`src/rtl/lsu_byte_master.sv`:
```
`default_nettype none
// ============================================================================
//  Module   : lsu_byte_master
//  Purpose  : Load/store unit for a byte-wide, big-endian data memory port.
//             Splits one 32-bit load/store into byte-serial memory accesses,
//             reassembles load bytes with sign/zero extension, and returns
//             the result through a valid/ready response handshake.
//  Option   : LSU_ALIGN_CHK_EN - reject misaligned word/half requests with
//             rsp_err=1 and no memory access.
//  Revision : 1.0 - initial release
// ============================================================================
module lsu_byte_master #(
  parameter int ADDR_W = 8
) (
  input  logic              clk,
  input  logic              rst,
  input  logic              req_valid,
  output logic              req_ready,
  input  logic [2:0]        req_ld,
  input  logic [1:0]        req_st,
  input  logic [ADDR_W-1:0] req_addr,
  input  logic [31:0]       req_wdata,
  output logic              rsp_valid,
  input  logic              rsp_ready,
  output logic [31:0]       rsp_data,
  output logic              rsp_err,
  output logic [ADDR_W-1:0] mem_addr,
  output logic              mem_re,
  output logic              mem_we,
  output logic [7:0]        mem_wdata,
  input  logic [7:0]        mem_rdata
);

  // Load type encodings (DMRE_*); unlisted values mean "no load".
  localparam logic [2:0] c_dmre_lw  = 3'd1;
  localparam logic [2:0] c_dmre_lh  = 3'd2;
  localparam logic [2:0] c_dmre_lhu = 3'd3;
  localparam logic [2:0] c_dmre_lb  = 3'd4;
  localparam logic [2:0] c_dmre_lbu = 3'd5;
  // Store type encodings (DMWR_*); unlisted values mean "no store".
  localparam logic [1:0] c_dmwr_sw  = 2'd1;
  localparam logic [1:0] c_dmwr_sh  = 2'd2;
  localparam logic [1:0] c_dmwr_sb  = 2'd3;

  typedef enum logic [1:0] {
    IDLE  = 2'd0,
    XFER  = 2'd1,
    DRAIN = 2'd2,
    DONE  = 2'd3
  } state_t;

  state_t              state_q, state_d;
  logic [2:0]          cnt_q, cnt_d;       // index of the next byte to issue
  logic [2:0]          n_q, n_d;           // bytes in this access (1/2/4)
  logic [ADDR_W-1:0]   base_q, base_d;
  logic [2:0]          ld_q, ld_d;
  logic                is_ld_q, is_ld_d;
  logic [31:0]         sdata_q, sdata_d;   // store bytes, next one in [31:24]
  logic [23:0]         acc_q, acc_d;       // earlier load bytes; last byte comes from mem_rdata
  logic                rd_pend_q, rd_pend_d;
  logic [ADDR_W-1:0]   mem_addr_q, mem_addr_d;
  logic                mem_re_q, mem_re_d;
  logic                mem_we_q, mem_we_d;
  logic [7:0]          mem_wdata_q, mem_wdata_d;
  logic                rsp_valid_q, rsp_valid_d;
  logic [31:0]         rsp_data_q, rsp_data_d;
  logic                rsp_err_q, rsp_err_d;

  logic                w_is_ld;
  logic                w_is_st;
  logic [2:0]          w_n;
  logic [31:0]         w_sdata;
  logic                w_misalign;
  logic [31:0]         w_ld_word;

  // Sign/zero extension of the assembled big-endian load bytes.
  function automatic logic [31:0] f_extend(input logic [2:0] ld, input logic [31:0] w);
    case (ld)
      c_dmre_lh:  f_extend = {{16{w[15]}}, w[15:0]};
      c_dmre_lhu: f_extend = {16'h0000, w[15:0]};
      c_dmre_lb:  f_extend = {{24{w[7]}}, w[7:0]};
      c_dmre_lbu: f_extend = {24'h000000, w[7:0]};
      default:    f_extend = w;
    endcase
  endfunction

  // Request decode: load wins over store, byte count, store data alignment.
  always_comb begin
    w_is_ld = (req_ld == c_dmre_lw) || (req_ld == c_dmre_lh) || (req_ld == c_dmre_lhu) ||
              (req_ld == c_dmre_lb) || (req_ld == c_dmre_lbu);
    w_is_st = !w_is_ld &&
              ((req_st == c_dmwr_sw) || (req_st == c_dmwr_sh) || (req_st == c_dmwr_sb));
    if (w_is_ld) begin
      case (req_ld)
        c_dmre_lw:              w_n = 3'd4;
        c_dmre_lh, c_dmre_lhu:  w_n = 3'd2;
        default:                w_n = 3'd1;
      endcase
    end else begin
      case (req_st)
        c_dmwr_sw: w_n = 3'd4;
        c_dmwr_sh: w_n = 3'd2;
        default:   w_n = 3'd1;
      endcase
    end
    // Left-justify the store bytes so the first byte sent is always [31:24].
    case (w_n)
      3'd4:    w_sdata = req_wdata;
      3'd2:    w_sdata = {req_wdata[15:0], 16'h0000};
      default: w_sdata = {req_wdata[7:0], 24'h000000};
    endcase
`ifdef LSU_ALIGN_CHK_EN
    w_misalign = ((w_n == 3'd4) && (req_addr[1:0] != 2'b00)) ||
                 ((w_n == 3'd2) && req_addr[0]);
`else
    w_misalign = 1'b0;
`endif
    w_ld_word = {acc_q, mem_rdata};
  end

  // Next-state and next-output logic for the transfer sequencer.
  always_comb begin
    state_d     = state_q;
    cnt_d       = cnt_q;
    n_d         = n_q;
    base_d      = base_q;
    ld_d        = ld_q;
    is_ld_d     = is_ld_q;
    sdata_d     = sdata_q;
    acc_d       = rd_pend_q ? {acc_q[15:0], mem_rdata} : acc_q;
    rd_pend_d   = mem_re_q;
    mem_addr_d  = mem_addr_q;
    mem_re_d    = 1'b0;
    mem_we_d    = 1'b0;
    mem_wdata_d = mem_wdata_q;
    rsp_valid_d = rsp_valid_q;
    rsp_data_d  = rsp_data_q;
    rsp_err_d   = rsp_err_q;

    case (state_q)
      IDLE: begin
        if (req_valid) begin
          base_d     = req_addr;
          ld_d       = req_ld;
          is_ld_d    = w_is_ld;
          n_d        = w_n;
          acc_d      = 24'h000000;
          rsp_data_d = 32'h0000_0000;
          rsp_err_d  = 1'b0;
          if (!w_is_ld && !w_is_st) begin
            state_d     = DONE;
            rsp_valid_d = 1'b1;
          end else if (w_misalign) begin
            state_d     = DONE;
            rsp_valid_d = 1'b1;
            rsp_err_d   = 1'b1;
          end else begin
            // Byte 0 is issued in the cycle right after acceptance.
            state_d    = XFER;
            cnt_d      = 3'd1;
            mem_addr_d = req_addr;
            mem_re_d   = w_is_ld;
            mem_we_d   = w_is_st;
            if (w_is_st) begin
              mem_wdata_d = w_sdata[31:24];
              sdata_d     = {w_sdata[23:0], 8'h00};
            end
          end
        end
      end
      XFER: begin
        if (cnt_q == n_q) begin
          // The last byte is on the bus this cycle.
          cnt_d = 3'd0;
          if (is_ld_q) begin
            state_d = DRAIN;
          end else begin
            state_d     = DONE;
            rsp_valid_d = 1'b1;
            rsp_data_d  = 32'h0000_0000;
          end
        end else begin
          mem_addr_d = base_q + ADDR_W'(cnt_q);
          mem_re_d   = is_ld_q;
          mem_we_d   = !is_ld_q;
          if (!is_ld_q) begin
            mem_wdata_d = sdata_q[31:24];
            sdata_d     = {sdata_q[23:0], 8'h00};
          end
          cnt_d = cnt_q + 3'd1;
        end
      end
      DRAIN: begin
        // Final read byte arrives now; build the extended result directly.
        state_d     = DONE;
        rsp_valid_d = 1'b1;
        rsp_data_d  = f_extend(ld_q, w_ld_word);
      end
      DONE: begin
        if (rsp_ready) begin
          state_d     = IDLE;
          rsp_valid_d = 1'b0;
          rsp_data_d  = 32'h0000_0000;
          rsp_err_d   = 1'b0;
        end
      end
      default: begin
        state_d = IDLE;
      end
    endcase
  end

  // State and registered outputs; reset abandons any access in flight.
  always_ff @(posedge clk) begin
    if (rst) begin
      state_q     <= IDLE;
      cnt_q       <= 3'd0;
      n_q         <= 3'd0;
      base_q      <= '0;
      ld_q        <= 3'd0;
      is_ld_q     <= 1'b0;
      sdata_q     <= 32'h0000_0000;
      acc_q       <= 24'h000000;
      rd_pend_q   <= 1'b0;
      mem_addr_q  <= '0;
      mem_re_q    <= 1'b0;
      mem_we_q    <= 1'b0;
      mem_wdata_q <= 8'h00;
      rsp_valid_q <= 1'b0;
      rsp_data_q  <= 32'h0000_0000;
      rsp_err_q   <= 1'b0;
    end else begin
      state_q     <= state_d;
      cnt_q       <= cnt_d;
      n_q         <= n_d;
      base_q      <= base_d;
      ld_q        <= ld_d;
      is_ld_q     <= is_ld_d;
      sdata_q     <= sdata_d;
      acc_q       <= acc_d;
      rd_pend_q   <= rd_pend_d;
      mem_addr_q  <= mem_addr_d;
      mem_re_q    <= mem_re_d;
      mem_we_q    <= mem_we_d;
      mem_wdata_q <= mem_wdata_d;
      rsp_valid_q <= rsp_valid_d;
      rsp_data_q  <= rsp_data_d;
      rsp_err_q   <= rsp_err_d;
    end
  end

  assign req_ready = (state_q == IDLE) && !rst;
  assign rsp_valid = rsp_valid_q;
  assign rsp_data  = rsp_data_q;
  assign rsp_err   = rsp_err_q;
  assign mem_addr  = mem_addr_q;
  assign mem_re    = mem_re_q;
  assign mem_we    = mem_we_q;
  assign mem_wdata = mem_wdata_q;

endmodule
`default_nettype wire

```
`config.mk`:
```
export PLATFORM = sky130hd
export DESIGN_NAME = lsu_byte_master
export DESIGN_NICKNAME = d
export VERILOG_FILES = /design/src/rtl/lsu_byte_master.sv
export SDC_FILE = /design/constraint.sdc
export NUM_CORES = 1
export LEC_CHECK = 0
export BUFFER_PORTS_ARGS = -buffer_cell sky130_fd_sc_hd__clkbuf_2
export CAP_MARGIN = 20
export CORE_ASPECT_RATIO = 0.5
export CORE_UTILIZATION = 55
export DETAILED_ROUTE_END_ITERATION = 8
export PLACE_DENSITY = 0.79
export SYNTH_ARGS = -nofsm -noshare
export SYNTH_HDL_FRONTEND = slang
export SYNTH_SLANG_ARGS = --single-unit
```
`constraint.sdc`:
```
create_clock -name clk -period 2.52 [get_ports clk]
set_input_delay 0.504 -clock clk [delete_from_list [all_inputs] [get_ports clk]]
set_output_delay 0.504 -clock clk [all_outputs]
set_load 0.005 [all_outputs]
```
==> results_dict.tcl <==
set metrics [dict create \
    status "complete, no violations" \
    crit_cells 8 \
    cp-end-kind "flop" \
    place_congestion 0.853 \
    async_flop_share 0 \
    drc 0 \
    min_period_ps 2390 \
    cts_root_buf "clkbuf_16" \
    place_hpwl_mm 9.18 \
    synthTopCellsByArea "dfxtp_1 (43%), a21oi_1 (4.8%), mux2i_1 (4.5%)" \
    worst_pin_slew_ps 824 \
    grt_antenna_before_repair 0 \
    num_vias 5211 \
    routedWlPerCell_um 16.5 \
    synthCells 616 \
    ctsResizeCount 0 \
    crit_chain "inv_1, ha_1, nand2_2, or3_1, a22o_1, nor2_4, buf_4, a311oi_1" \
    power_frac_seq 0.326 \
    rsz0062_at_grt "no" \
    cts_made_buffers 17 \
    p_sw_mw 2.62 \
    ir_drop_v 0.000792 \
    start_util 0.576 \
    grt_remaining_overflow 0 \
    fmax_ghz 0.419 \
    drt-total-wl_mm 14.3 \
    reg2reg_depth 8 \
    reg2reg_to "sdata_q[23]" \
    path_delay_family "simple AND/OR/NAND/NOR gates" \
    grt_max_degree 57 \
    critPathKind "reg2reg" \
    synth_top_area_frac 0.434 \
    port_buffers 108 \
    min_period_over_period 0.947 \
    final_nets 790 \
    hp-class "in2reg" \
    rows 25 \
    clk_path_buf_depth 2 \
    fp.dieArea_mm2 0.0105 \
    htreeDepth 4 \
    cp.arrival_ps 2650 \
    hold_buffers 0 \
    pwr-share-comb 0.322 \
    grt_pass1_wl_mm 22.7 \
    viasPerCell 6.00 \
    ys.flop_type "dfxtp_1" \
    whs_ps 330 \
    synthMostInstantiatedCell "dfxtp_1" \
    grt_pass1_vias 4616 \
    ys_top_cells_by_count "dfxtp_1 (120), nor2_1 (56), a21oi_1 (53)" \
    slew_violations 0 \
    drv_cap 0 \
    yosysTopAreaCell "dfxtp_1" \
    synth-seq-area-share 0.434 \
    insertion_delay_ps 420 \
    path_buf_inv 2 \
    cts_tree "built" \
    hold_viol 0 \
    skew_ps 9.45 \
    ys_ff_latch 120 \
    p_leak_nw 2.72 \
    hp-start "req_addr[4]" \
    fin_tns_setup_ps 0 \
    relSlewSlack 0.451 \
    drive_gt1_frac 0.278 \
    p_per_area_mw_per_mm2 1080 \
    track_usage 0.280 \
    syn_area_per_cell_um2 8.98 \
    core_mm2 0.00960 \
    slowest_delay_ps 520 \
    design_area_mm2 0.00690 \
    setup-violations-final 0 \
    post_cts_buffers 0 \
    crit_slowest_cell "or3_1" \
    yosysWarnings 0 \
    p_clk_frac 0.352 \
    r2r-start "state_q[0]" \
    startpoint "state_q[0]" \
    p_int_mw 4.81 \
    p_sw_frac 0.352 \
    critPathMaxFanout 14 \
    endpoint "sdata_q[23]" \
    clk_pin_slew_ps 60 \
    cts_sinks 120 \
    start_kind "flop" \
    worst-r2r-setup-slack_ps 130 \
    synth_nets 685 \
    synth_edf_count 0 \
    synth_area_mm2 0.00553 \
    areaGrowthSynthToFinish_pct 24.8 \
    ant_nets 0 \
    antennaDiodeCount 0 \
    ys_types 61 \
    drtIter0Drc 366 \
    placed_area_mm2 0.00627 \
    die_height_um 72.9 \
    worst_ep_required_time_ps 2790 \
    die_w_um 144 \
    io_pins 110 \
    dr.pass1.iters 7 \
]
-- stage by stage --
step	instances	util	setup slack (ps)	total power, mW
3_3_place_gp	837	0.653	87.5	4.75
4_1_cts	869	0.719	144	7.41
6_report	869	0.719	135	7.43
5_1_grt	869	0.719	40.9	7.78
2_1_floorplan	616	-	345	4.05
3_5_place_dp	837	0.653	34.7	4.79
-- power groups by stage --
stage	clock network, mW	registers [mW]	logic, mW
3_5_place_dp	0	2.45	2.34
6_report	2.61	2.43	2.39
3_3_place_gp	0	2.45	2.30
2_1_floorplan	0	2.42	1.62
4_1_cts	2.62	2.42	2.37
5_1_grt	2.72	2.46	2.60
-- routing by layer --
| metal | wire [um] | share of wire | up-vias | track usage |
|---|---|---|---|---|
| met2 | 6590 | 0.46 | 189 | 0.449 |
| met5 | 0 | 0 | - | 0 |
| met1 | 6670 | 0.47 | 2510 | 0.373 |
| met3 | 940 | 0.066 | 17 | 0.0709 |
| met4 | 124 | 0.0087 | 0 | 0.0863 |
| li1 | - | - | 2495 | - |
-- final cells by class --
cell class / instances / area [um2]
inverter: 23 / 86.3
tap: 135 / 169
multi-input combinational: 420 / 2810
clock inverter: 14 / 196
timing repair buffer: 139 / 798
fill: 761 / 2700
clock buffer: 18 / 439
sequential: 120 / 2400
-- flip-flops by register name, indices dropped and copies added (netlist names) --
name and count:
cnt_q 3, rsp_valid 1, mem_addr 8, base_q 8, sdata_q 24, ld_q 3, mem_we 1, mem_re 1
state_q 2, mem_wdata 8, rd_pend_q 1, n_q 3, rsp_data 32, acc_q 24, is_ld_q 1
-- cells in the final DEF (no fill, tap or decap), types with 12 or more instances in the layout --
cell type  count
clkbuf_16     17
nand2_1       28
a211oi_1      14
nor2b_1       12
a22oi_1       21
o21ai_0       21
a21oi_1       53
mux2i_1       25
buf_4         29
nor2_1        56
inv_1         22
clkbuf_2     108
dfxtp_1      120
a22o_1        16
nor3_1        29
nand3_1       14
a31o_2        24
-- kinds of logic after synthesis --
family | share of synthesized area
flops | 0.434
other cells | 0.000678
mux | 0.0452
xor+xnor | 0.0143
fa+ha+maj | 0.0285
buf+inv | 0.0579
simple gates | 0.141
compound gates | 0.278
-- worst min-delay path by stage --
| stage | slack [ps] | cells after the start | end |
|---|---|---|---|
| after floorplan | 450 | 2 | mem_addr[4] |
| after global placement | 440 | 2 | rsp_data[4] |
| after detailed placement | 450 | 2 | rsp_data[0] |
| after CTS | 310 | 2 | base_q[6] |
| after global routing | 320 | 2 | base_q[7] |
| final | 330 | 2 | base_q[4] |
Note: power is estimated with default switching activity, not from simulation.
